## config.mk

```make
export PLATFORM = sky130hd
export DESIGN_NAME = fifo_rd_packer_flat
export DESIGN_NICKNAME = d
export VERILOG_FILES = /design/src/rtl/fifo_rd_packer_if.sv /design/src/rtl/fifo_rd_packer.sv /design/src/flat_wrapper.sv
export SDC_FILE = /design/constraint.sdc
export NUM_CORES = 1
export LEC_CHECK = 0
export ABC_AREA = 1
export CAP_MARGIN = 30
export CORE_MARGIN = 2
export CORE_UTILIZATION = 40
export DETAILED_ROUTE_END_ITERATION = 12
export REMOVE_ABC_BUFFERS = 1
export SLEW_MARGIN = 20
export SYNTH_ARGS = -nofsm -noshare
export SYNTH_HDL_FRONTEND = slang
export SYNTH_SLANG_ARGS = --single-unit
```

## constraint.sdc

```tcl
create_clock -name clk -period 2.7 [get_ports clk]
set_input_delay 0.675 -clock clk [delete_from_list [all_inputs] [get_ports clk]]
set_output_delay 0.675 -clock clk [all_outputs]
set_load 0.02 [all_outputs]
```

## src/rtl/fifo_rd_packer_if.sv

```systemverilog
// rtl/fifo_rd_packer_if.sv - packed output beat stream interface
//
// Carries the packed output beat from fifo_rd_packer to its consumer.
//   m_valid : beat valid (master -> slave)
//   m_ready : consumer ready (slave -> master)
//   m_data  : FIFO_WIDTH*PACK packed beat, word 0 at the LSBs
//   m_keep  : PACK per-word valid mask
interface fifo_rd_packer_if #(
  parameter int FIFO_WIDTH = 16,
  parameter int PACK       = 2
);
  logic                       m_valid;
  logic                       m_ready;
  logic [FIFO_WIDTH*PACK-1:0] m_data;
  logic [PACK-1:0]            m_keep;

  modport master (output m_valid, m_data, m_keep, input m_ready);
  modport slave  (input m_valid, m_data, m_keep, output m_ready);
endinterface

```

## src/rtl/fifo_rd_packer.sv

```systemverilog
// rtl/fifo_rd_packer.sv - drains a 1-cycle-latency FIFO read port and packs PACK words per beat
//
// Optional feature macro: ADAPTER_FLUSH_EN (adds the flush port for partial beats).
//
// Ports:
//   clk, rst_n      : clock, asynchronous active-low reset (shared with the FIFO)
//   fifo_empty      : FIFO empty flag
//   fifo_data_out   : FIFO read data, valid the cycle after an accepted read
//   fifo_rd_en      : combinational read request to the FIFO
//   m               : packed beat stream (m_valid/m_ready/m_data/m_keep)
//   beat_cnt        : count of accepted beats, wraps at 2^CNT_W
//   flush           : partial-beat flush request (ADAPTER_FLUSH_EN only)
module fifo_rd_packer #(
  parameter int FIFO_WIDTH = 16,
  parameter int PACK       = 2,
  parameter int CNT_W      = 4
) (
  input  logic                  clk,
  input  logic                  rst_n,
  input  logic                  fifo_empty,
  input  logic [FIFO_WIDTH-1:0] fifo_data_out,
  output logic                  fifo_rd_en,
  fifo_rd_packer_if.master      m,
  output logic [CNT_W-1:0]      beat_cnt
`ifdef ADAPTER_FLUSH_EN
  ,
  input  logic                  flush
`endif
);

  localparam int FILL_W = $clog2(PACK + 1);
  localparam logic [FILL_W-1:0] FILL_FULL = FILL_W'(PACK);
  localparam logic [FILL_W-1:0] FILL_LAST = FILL_W'(PACK - 1);

  typedef enum logic { OBUF_EMPTY = 1'b0, OBUF_FULL = 1'b1 } obuf_state_t;

  obuf_state_t                state_q, state_d;
  logic [FILL_W-1:0]          fill_cnt, fill_d;
  logic                       inflight;
  logic [FIFO_WIDTH*PACK-1:0] asm_q;
  logic [FIFO_WIDTH*PACK-1:0] obuf_data;
  logic [PACK-1:0]            obuf_keep;

  logic                       capture, accept, obuf_free;
  logic                       full_xfer, flush_xfer, transfer;
  logic                       asm_wr;
  logic [FILL_W-1:0]          asm_slot;
  logic [FIFO_WIDTH*PACK-1:0] xfer_data;
  logic [PACK-1:0]            xfer_keep;

  assign m.m_valid = (state_q == OBUF_FULL);
  assign m.m_data  = obuf_data;
  assign m.m_keep  = obuf_keep;

  always_comb begin
    capture    = inflight;
    accept     = (state_q == OBUF_FULL) && m.m_ready;
    obuf_free  = (state_q == OBUF_EMPTY) || m.m_ready;

    // The assembly counts as full either when it already holds PACK words or
    // when the word landing this cycle completes it; the latter lets the last
    // word bypass straight into obuf so the read latency stays hidden.
    full_xfer  = (fill_cnt == FILL_FULL) || (capture && (fill_cnt == FILL_LAST));

`ifdef ADAPTER_FLUSH_EN
    flush_xfer = flush && (fill_cnt != '0) && !inflight && obuf_free;
`else
    flush_xfer = 1'b0;
`endif

    transfer   = (full_xfer && obuf_free) || flush_xfer;

    fifo_rd_en = rst_n && !fifo_empty && !flush_xfer &&
                 (((int'(fill_cnt) + int'(inflight)) < PACK) || transfer);

    // Beat image: stored words below fill_cnt, the landing word at fill_cnt,
    // zeros elsewhere so a flushed partial beat carries no stale data.
    xfer_data = '0;
    xfer_keep = '0;
    for (int i = 0; i < PACK; i++) begin
      if (i < int'(fill_cnt)) begin
        xfer_data[i*FIFO_WIDTH +: FIFO_WIDTH] = asm_q[i*FIFO_WIDTH +: FIFO_WIDTH];
        xfer_keep[i] = 1'b1;
      end else if (capture && (i == int'(fill_cnt))) begin
        xfer_data[i*FIFO_WIDTH +: FIFO_WIDTH] = fifo_data_out;
        xfer_keep[i] = 1'b1;
      end
    end

    // A captured word is stored unless it bypassed into obuf; when a full
    // assembly leaves while a word lands, that word starts the next beat.
    asm_wr   = capture && (!transfer || (fill_cnt == FILL_FULL));
    asm_slot = transfer ? '0 : fill_cnt;

    fill_d = fill_cnt;
    if (transfer) begin
      fill_d = (capture && (fill_cnt == FILL_FULL)) ? FILL_W'(1) : '0;
    end else if (capture) begin
      fill_d = fill_cnt + FILL_W'(1);
    end

    state_d = state_q;
    case (state_q)
      OBUF_EMPTY: if (transfer) state_d = OBUF_FULL;
      OBUF_FULL:  if (accept && !transfer) state_d = OBUF_EMPTY;
      default:    state_d = OBUF_EMPTY;
    endcase
  end

  always_ff @(posedge clk or negedge rst_n) begin
    if (!rst_n) begin
      state_q   <= OBUF_EMPTY;
      fill_cnt  <= '0;
      inflight  <= 1'b0;
      asm_q     <= '0;
      obuf_data <= '0;
      obuf_keep <= '0;
      beat_cnt  <= '0;
    end else begin
      state_q  <= state_d;
      fill_cnt <= fill_d;
      inflight <= fifo_rd_en;
      if (accept) begin
        beat_cnt <= beat_cnt + CNT_W'(1);
      end
      if (transfer) begin
        obuf_data <= xfer_data;
        obuf_keep <= xfer_keep;
      end
      for (int i = 0; i < PACK; i++) begin
        if (asm_wr && (i == int'(asm_slot))) begin
          asm_q[i*FIFO_WIDTH +: FIFO_WIDTH] <= fifo_data_out;
        end
      end
    end
  end

endmodule

```

## src/flat_wrapper.sv

```systemverilog
// flat-port wrapper written by rule: the top's interface ports become plain ports
module fifo_rd_packer_flat 
#(
  parameter int FIFO_WIDTH = 16,
  parameter int PACK       = 2,
  parameter int CNT_W      = 4
)
  (clk, rst_n, fifo_empty, fifo_data_out, fifo_rd_en, beat_cnt, m_m_valid, m_m_data, m_m_keep, m_m_ready);
  fifo_rd_packer_if #(.FIFO_WIDTH(FIFO_WIDTH), .PACK(PACK)) m_i ();
  input  logic clk;
  input  logic rst_n;
  input  logic fifo_empty;
  input  logic [FIFO_WIDTH-1:0] fifo_data_out;
  output logic fifo_rd_en;
  output logic [CNT_W-1:0] beat_cnt;
  output wire logic [$bits(m_i.m_valid)-1:0] m_m_valid;
  output wire logic [$bits(m_i.m_data)-1:0] m_m_data;
  output wire logic [$bits(m_i.m_keep)-1:0] m_m_keep;
  input wire logic [$bits(m_i.m_ready)-1:0] m_m_ready;
  assign m_m_valid = m_i.m_valid;
  assign m_m_data = m_i.m_data;
  assign m_m_keep = m_i.m_keep;
  assign m_i.m_ready = m_m_ready;
  fifo_rd_packer #(.FIFO_WIDTH(FIFO_WIDTH), .PACK(PACK), .CNT_W(CNT_W)) u_core (.clk(clk), .rst_n(rst_n), .fifo_empty(fifo_empty), .fifo_data_out(fifo_data_out), .fifo_rd_en(fifo_rd_en), .m(m_i), .beat_cnt(beat_cnt));
endmodule
```

==> results of run 1 <==
flip-flops by register name (all words and copies together) (netlist names):
signal and count:
u_core.asm_q 32, u_core.beat_cnt 4, u_core.capture 1, u_core.fill_cnt 2, u_core.m.m_data 32, u_core.m.m_keep 2
u_core.m.m_valid 1
power groups by stage:
stage	registers [uW]	logic [uW]	clock network, uW
2_1_floorplan	2350	1110	0
5_1_grt	2040	2860	861
4_1_cts	1970	2600	816
3_3_place_gp	1970	2550	0
3_5_place_dp	1990	2590	0
6_report	1970	2570	796
layout make-up:
| type | count | area [sq um] |
|---|---|---|
| flip-flops and latches | 74 | 1850 |
| clock inverters | 2 | 10.0 |
| inverters | 11 | 46.3 |
| well taps | 105 | 131 |
| fillers | 777 | 3920 |
| clock buffers | 14 | 173 |
| repair buffers | 71 | 693 |
| multi-input cells | 260 | 1310 |
metal layers:
layer  wire length, um  global-route usage (%)
met4               106                    7.61
met1              3840                    28.0
met3               234                    2.77
met5                 0                       0
met2              3700                    28.9
cell usage after synthesis:
cell type and n:
sky130_fd_sc_hd__nand2_4 3, sky130_fd_sc_hd__buf_8 1, sky130_fd_sc_hd__a21oi_1 1, sky130_fd_sc_hd__nor2_1 37, sky130_fd_sc_hd__buf_2 14, sky130_fd_sc_hd__nand3_1 51, sky130_fd_sc_hd__buf_1 1, sky130_fd_sc_hd__ha_1 4
sky130_fd_sc_hd__inv_4 2, sky130_fd_sc_hd__nand3_4 2, sky130_fd_sc_hd__o21ai_0 9, sky130_fd_sc_hd__xnor2_1 2, sky130_fd_sc_hd__a31oi_1 34, sky130_fd_sc_hd__nand2_2 12, sky130_fd_sc_hd__nor3_1 1, sky130_fd_sc_hd__xor2_1 1
sky130_fd_sc_hd__mux2_2 1, sky130_fd_sc_hd__dfrtp_1 74, sky130_fd_sc_hd__clkbuf_1 4, sky130_fd_sc_hd__buf_4 3, sky130_fd_sc_hd__o21ai_1 8, sky130_fd_sc_hd__nand2_1 92, sky130_fd_sc_hd__nor2_4 1, sky130_fd_sc_hd__o21ai_4 1
sky130_fd_sc_hd__inv_1 8, sky130_fd_sc_hd__inv_2 1
how the worst min path moves through the flow:
stage,to,startpoint,cells after the start,slack [ns]
after detailed placement,u_core.asm_q[4],u_core.asm_q[4],2,0.46
after global placement,u_core.asm_q[0],u_core.asm_q[0],2,0.45
after CTS,u_core.beat_cnt[3],u_core.beat_cnt[3],1,0.47
after floorplan,u_core.asm_q[0],rst_n,0,0.38
after global routing,u_core.m.m_data[8],rst_n,2,0.29
final,u_core.capture,rst_n,2,0.29
worst reg2reg max path: cells and delay by family, from the launching register on:
kind,cells,cell delay [ns]
fa+ha+maj,1,0.19
buf+inv,3,0.36
flops,1,0.40
simple gates,6,0.91
metrics by stage:
step / area [sq um] / setup WS [ns] / hold slack, ns
finish: 4210 / 0.0987 / 0.287
global route: 4210 / 0.00317 / 0.293
CTS: 4180 / 0.0827 / 0.473
detailed placement: 4010 / -0.368 / 0.459
global placement: 4010 / -0.342 / 0.454
floorplan: 3200 / -0.711 / 0.379
logic make-up after synthesis:
logic type | after synthesis
AO/OA/AOI/OAI | 53
XOR/XNOR | 3
adder cells (fa/ha/maj) | 4
buffers and inverters | 34
flip-flops | 74
multiplexers | 1
AND/OR/NAND/NOR | 199
timing repair:
item / in CTS / in global routing
endpoints found under the hold margin: 0 / 0
gates resized for setup: 5 / 0
hold buffers: 0 / 0
setup endpoints to repair: 1 / 0
==> reports/results.txt, run 1 <==
The flow ran to the end, and the final reports show no timing, DRC or antenna violations. On the worst path, the slowest cell contributes a delay of 0.50 ns. For the clock tree skew after final layout, the log shows 0.00814 ns.

Number of cells in the finished layout apart from fillers: 537. The run gives 2200 uW as the net load switching power. In this run the power density over the cells is 1270 nW/um^2.

The via total after detailed routing was 2675; the number of synthesized register bits was 74. The final-report hold violation count is 0. CTS clock-pin slew for the worst setup and hold paths: 0.07 ns. Counting buffers and inverters, the worst setup path is 8 cells deep. The internal portion of the total power is 3130 uW. Once layout is complete, the utilization of the core stands at 51.8%. The critical path goes through clkdlybuf4s50_1 > inv_1 > nand2_1 > nand2_4 > nand2_1 > nor2_1 > nor3_1 > buf_2. Global routing used 19.2% of the available tracks across all layers. Setup repair after global routing left no endpoint under its margin. The tools report the register-to-register setup slack as 0.78 ns. The kind of cell adding the most delay to the critical path was buffers and inverters. The clock insertion delay at the later pin of the skew report was 0.34 ns.

The critical path's slowest cell is sky130_fd_sc_hd__clkdlybuf4s50_1. Register area share after synthesis: 55.6%. Required arrival time at the worst endpoint: 2.03 ns. The post-synthesis share of cell area spent on and, or, nand and nor gates came out at 27.0%.

In this run the post-CTS setup repair buffer count came out at 0. The multiplexer share of the synthesized area is 0.338%. Combinational cells account for 48.2% of the total power.

The data arrival time of the critical path is 1.93 ns, and the final antenna diode count is 0. The run gives 56.2% as the worst slew margin relative to its limit. The tools report the placed wire-length estimate after detailed placement as 5090 um. The fraction of the mapped netlist area in compound gates is 9.58%. In this run the count of I/O pins placed on the die edge is 60. Summing every instance area after synthesis gives 3330 sq um. From synthesis to final layout, the design area changed by 26.4%. The aggregate global routing overflow was 0. Synthesis produced a netlist whose cell count is 368. Tracing the worst setup path back leads to its startpoint at m_m_ready. Dividing the detail-routed via count by the number of cells gives 4.98. The number of global-route vias before repair came out at 2608. The maximum fanout along the worst path came out at 4. Net switching is 41.2% of the power.

Summed over its instances, the top area cell type makes up 55.6% of the synthesized netlist area. After detailed routing, the total wire length is 7880 um. The first global-routing pass estimated 13200 um of wire. The type of the most critical hold path was in2async. For this design the static power due to leakage is 0.00186 uW. The die covers 9070 sq um.

For the max-slew violation count, the log shows 0. Of the total power, the clock network draws 14.9%. The part of the power in registers is 36.9%. The highest attainable clock frequency came out at 0.384 GHz. The Yosys warning count was 0. The library cell used most frequently in the layout, excluding fill and tap cells, is sky130_fd_sc_hd__nand2_1. The logs give 0.435 mV for the maximum vdd drop and 0 for the number of setup violations in the final report.

The tools report the number of distinct library cell variants in the gate-level netlist after synthesis as 26. Dividing the detail-routed wire length by the instance count gives 14.7 um. The number of iterations in the first detailed-routing pass came out at 4. The number of violations of the max-capacitance limit came out at 0. The logs give 0 for the post-detailed-route DRC marker count and 5330 uW for the total chip power. Fraction of final layout cells sized beyond drive strength 1: 11.8%.

Clock tree synthesis selected as its root buffer the cell sky130_fd_sc_hd__clkbuf_8. For the count of antenna-violating nets left after detailed routing, the log shows 0. Entering global routing, the biggest net connects 75 pins. The number of buffers and inverters on the critical path is 3. The post-synthesis average cell area is 9.05 sq um.

Of the total synthesized cell area, the portion taken by full adders, half adders and majority gates is 1.50%. The tools report the kind of end point of the critical path as an output port. Row generation in the floorplan step produced 33 rows. The cell type with the largest total area after synthesis is sky130_fd_sc_hd__dfrtp_1. The longest clock path from root to sink contains 2 buffers.

The worst setup path is launched from an input pin. CTS built an H-tree with a depth of 3. The core region is 8130 sq um.

Including well taps, the total number of placed cells is 520. For this block, the initial DRC count from the detailed router was 115. The die is 95.3 um tall. At the pin with the least slew margin, the transition time is 0.657 ns. The initial antenna violation count came out at 0.

For the initial cell density of the core, the log shows 40.9%. The run gives 0 ns as the total negative slack for setup checks. By startpoint and endpoint, the worst setup path is classified as in2out. Sorting the synthesized cells by area gives the leading types as sky130_fd_sc_hd__dfrtp_1, sky130_fd_sc_hd__nand2_1, sky130_fd_sc_hd__nand3_1, sky130_fd_sc_hd__a31oi_1, sky130_fd_sc_hd__nor2_1. In the layout the commonest cells are sky130_fd_sc_hd__nand2_1, sky130_fd_sc_hd__dfrtp_1, sky130_fd_sc_hd__clkdlybuf4s50_1, sky130_fd_sc_hd__nand3_1, sky130_fd_sc_hd__nor2_1. The dominant combinational cell family by area after synthesis is simple AND/OR/NAND/NOR gates. During placement, the flow inserted port buffers numbering 59.

For the total CTS buffers, the log shows 9. TritonCTS built the clock tree. At the end of routability-driven placement, the weighted congestion stood at 0.771. The sink count of the clock tree is 74. The horizontal die dimension was 95.3 um; the share of the clock period used by the worst path was 96.3%.

The tools report the startpoint of the worst-slack reg-to-reg timing path as u_core.fill_cnt[0]. Summing the areas of all xor and xnor instances in the mapped netlist gives 0.789% of the synthesized area. For the number of nets at the end of the flow, the log shows 451.

The worst reg2reg path endpoint is u_core.asm_q[29]. The worst register-to-register path has a depth of 10. In this run the worst setup path terminates at fifo_rd_en.

The clock period minus final worst setup slack is 2.60 ns. Counting stages on the worst path, the most repeated cell is sky130_fd_sc_hd__nand2_1.
Note: power is estimated with default switching activity, not from simulation.
==> run 2: changes to the inputs <==
ABC_AREA = unset   (was 1)
CELL_PAD_IN_SITES_DETAIL_PLACEMENT = 0   (was unset)
CELL_PAD_IN_SITES_GLOBAL_PLACEMENT = 1   (was unset)
PLACE_DENSITY_LB_ADDON = 0.1   (was unset)
==> run 2 against run 1 <==
  * Routed wire length is 13% lower
  * Count of clock-buffer cells in the layout is 3 lower
  * Highest routed layer unchanged
  * Utilization is 3.5 points higher
  * Power is 5.8% lower
  * Register-to-register slack worse by 0.10 ns
  * Synthesized cell count is 25% lower
  * Global-route usage shrank 2.5 points
  * Largest cell class unchanged
  * Largest power group unchanged
==> reports/results.txt, run 2 <==
The flow ran to the end, and the final reports show no timing, DRC or antenna violations. The global-route wire length before repair was 11200 um; the placeable core area was 7770 sq um. The synthesized design contains 0 enable-type register cells. Data arrives at the worst endpoint at 1.93 ns.

The completed layout was analyzed and its total power is 5020 uW. In this run the tightest slew margin relative to its limit is 48.6%. Most frequent standard cell in the layout excluding fill and tap cells: sky130_fd_sc_hd__dfrtp_1. In this run, synthesis produced a sequential element count of 74. The synthesized netlist devotes 13.6% of its cell area to compound gates. In this run the worst hold path is classified as in2async.

The number of cells traversed by the worst register-to-register path is 7, and the total negative slack for setup checks is 0 ns. Clock latency on the worst-skew pair, taken at its later pin, is 0.33 ns. Between clock sinks in the finished design, the worst skew comes to 0.00926 ns. The tools report the flip-flop and latch area as 1850 sq um. Main flop type after synthesis: sky130_fd_sc_hd__dfrtp_1. From synthesis to final layout, the design area changed by 32.9%. The worst path uses 96.5% of the clock period. The cell type with the largest total area after synthesis was sky130_fd_sc_hd__dfrtp_1. The run gives 0.00186 uW as the reported leakage power.

The kind of end point of the critical path is an output port. Worst setup path category: reg2out. The run gives 60 as the number of ports placed on the die boundary. For this run, the number of Yosys warnings is 0. Summing every instance area after synthesis gives 3230 sq um. The number of iterations in the first detailed-routing pass is 4, and the CTS clock-pin slew for the worst setup and hold paths is 0.08 ns. The first routing iteration left 68 violations. The share of the synthesized netlist area taken by xor and xnor gates was 0.813%; the post-synthesis average cell area was 11.7 sq um. The most common cell in the synthesized netlist is sky130_fd_sc_hd__dfrtp_1.

Global routing finished with a remaining overflow of 0. The logs give 3 for the maximum level of the CTS H-tree and 0.749 for the global placer's final weighted congestion. Clock tree synthesis selected as its root buffer the cell sky130_fd_sc_hd__clkbuf_8. The critical path startpoint category was a flop. The multiplexer share of the synthesized area is 13.0%. In the layout the commonest cells are sky130_fd_sc_hd__dfrtp_1, sky130_fd_sc_hd__clkdlybuf4s50_1, sky130_fd_sc_hd__nand2_1, sky130_fd_sc_hd__o21ai_0, sky130_fd_sc_hd__buf_4. 0 antenna diodes ended up in the layout. The portion of synthesized cell area occupied by the leading cell type was 57.3%; the maximum fanout along the worst path was 3. Sequential elements use 57.3% of the synthesized area.

In the final layout, the share of cells above drive strength 1 is 24.0%. The initial antenna violation count came out at 0. In the final routing, the length of wire on met1 measures 3450 um. Summing all multi-input logic gate instances after layout gives 1290 sq um. For this design the ratio of total power to cell area is 1170 nW/um^2.

The run gives 9 as the total CTS buffers. The highest metal layer with signal wires is met4. Based on the critical path, the design can be clocked at up to 0.384 GHz. The floorplan step defined a die boundary enclosing 8810 sq um. For the via total after detailed routing, the log shows 2266. By count the netlist is led by sky130_fd_sc_hd__dfrtp_1, sky130_fd_sc_hd__nand2_1, sky130_fd_sc_hd__o21ai_0. For the number of setup violations in the final report, the log shows 0. The filler cells instantiated in the layout total 695.

For the pin count of the biggest net entering global routing, the log shows 68. For this block, the routed nets add up to 6860 um of wire. Count of antenna-violating nets left after detailed routing: 0. The die is 93.9 um wide. The met3 wire length was 188 um.

The most critical setup path has its startpoint at u_core.fill_cnt[0]. Detailed placement ended at an HPWL of 4290 um. The synthesized-area fraction occupied by adder cells works out to 1.55%.

Using the TritonRoute via totals, the vias-per-cell ratio works out to 4.92. TritonCTS built the clock tree. Number of nets at the end of the flow: 378. For this run, the total global-route usage over all layers was measured as 16.7%.

After synthesis, the share of flip-flops with an asynchronous set or reset is 100%. The die is 93.9 um tall. After detailed routing, the met2 layer carries 3170 um of wire. The placement row count was 32; the initial cell density of the core was 41.6%. Following the worst setup path forward leads to its endpoint at fifo_rd_en.

Summing the areas of all and, or, nand and nor instances in the mapped netlist gives 9.72% of the synthesized area. At the worst endpoint, the required time is 2.03 ns. The sink count of the clock tree is 74, and the max-slew violation count is 0.

The post-detailed-route wirelength per cell was 14.9 um; the number of buffers inserted by port buffering was 59. Synthesis handed over a netlist of 277 instances. Final-report hold violation count: 0.

The worst reg2reg path endpoint is u_core.asm_q[20]. For the finished layout, the period the worst path requires is 2.61 ns. In this run the register-to-register setup slack is 0.68 ns. The number of global-route vias before repair came out at 2236.

Sorting the synthesized cells by area gives the leading types as sky130_fd_sc_hd__dfrtp_1, sky130_fd_sc_hd__mux2_2, sky130_fd_sc_hd__o21ai_0, sky130_fd_sc_hd__mux2_4, sky130_fd_sc_hd__nand2_1. Number of distinct library cell variants in the gate-level netlist after synthesis: 28. The dominant combinational cell family by area after synthesis is compound AO/OA/AOI/OAI gates. The worst register-to-register path begins at u_core.fill_cnt[1]. The number of violations of the max-capacitance limit is 0. The run gives 2 as the largest buffer count on any clock path. Across the VDD grid, the largest voltage drop is 0.547 mV. For this run, design rule violations remaining after detail routing come to 0.

For the pin with the worst max-slew slack, the measured transition is 0.771 ns. Measured on the finished design, the core utilization comes to 55.3%.
[run 2: logic make-up (layout without fill, tap and decap cells)]
group / after synthesis / in the layout
flip-flops: 74 / 74
AO/OA/AOI/OAI: 72 / 72
AND/OR/NAND/NOR: 67 / 67
multiplexers: 34 / 34
buffers and inverters: 23 / 105
adder cells (fa/ha/maj): 4 / 4
XOR/XNOR: 3 / 3
[run 2: stage by stage]
step | instance area [sq um] | hold WS (ns) | worst slack [ns] | std cells
floorplan | 3120 | 0.379 | -0.894 | 258
global placement | 4020 | 0.458 | -0.737 | 441
detailed placement | 4020 | 0.463 | -0.720 | 441
CTS | 4260 | 0.296 | 0.00409 | 460
global route | 4290 | 0.294 | -0.00408 | 461
finish | 4290 | 0.302 | 0.0936 | 461
[run 2: area by class of cell]
class	instances	share of cell area [%]
multi-input combinational	180	30.2
tap	102	2.97
inverter	4	0.350
clock buffer	11	3.29
clock inverter	5	1.25
sequential	74	43.1
timing repair buffer	85	18.8
[run 2: timing repair]
action / in CTS / in global routing
buffers inserted: 3 / 2
pin swaps: 0 / 2
endpoints found under the setup margin: 1 / 1
resized for setup: 10 / 7
hold buffers: 0 / 0
[run 2: worst min-delay path by stage]
| stage | start | end | slack, ns | cells past startpoint |
|---|---|---|---|---|
| after floorplan | rst_n | u_core.asm_q[0] | 0.38 | 0 |
| after global placement | u_core.beat_cnt[3] | u_core.beat_cnt[3] | 0.46 | 1 |
| after detailed placement | u_core.beat_cnt[3] | u_core.beat_cnt[3] | 0.46 | 1 |
| after CTS | rst_n | u_core.m.m_keep[0] | 0.30 | 2 |
| after global routing | rst_n | u_core.m.m_data[10] | 0.29 | 2 |
| final | rst_n | u_core.m.m_keep[0] | 0.30 | 2 |
[run 2: power breakdown]
| part | switching, uW | leakage, uW | internal (uW) | total, uW |
|---|---|---|---|---|
| Sequential | 262 | 0.000934 | 1600 | 1870 |
| Clock | 406 | 0.000103 | 450 | 856 |
| Combinational | 1110 | 0.000819 | 1190 | 2300 |
[run 2: layer usage]
layer  GRT usage, %  vias up
li1               -     1119
met1           23.6     1099
met2           25.6       44
met3           3.13        4
met4           6.16        0
met5              0        -
[run 2: critical path, stage by stage (launching register included)]
cell and delay, ns:
sky130_fd_sc_hd__dfrtp_1 0.44, sky130_fd_sc_hd__inv_2 0.11, sky130_fd_sc_hd__ha_4 0.14, sky130_fd_sc_hd__nor2_1 0.04
sky130_fd_sc_hd__o211a_1 0.26, sky130_fd_sc_hd__a2111oi_4 0.33, sky130_fd_sc_hd__buf_4 0.17, sky130_fd_sc_hd__buf_6 0.11
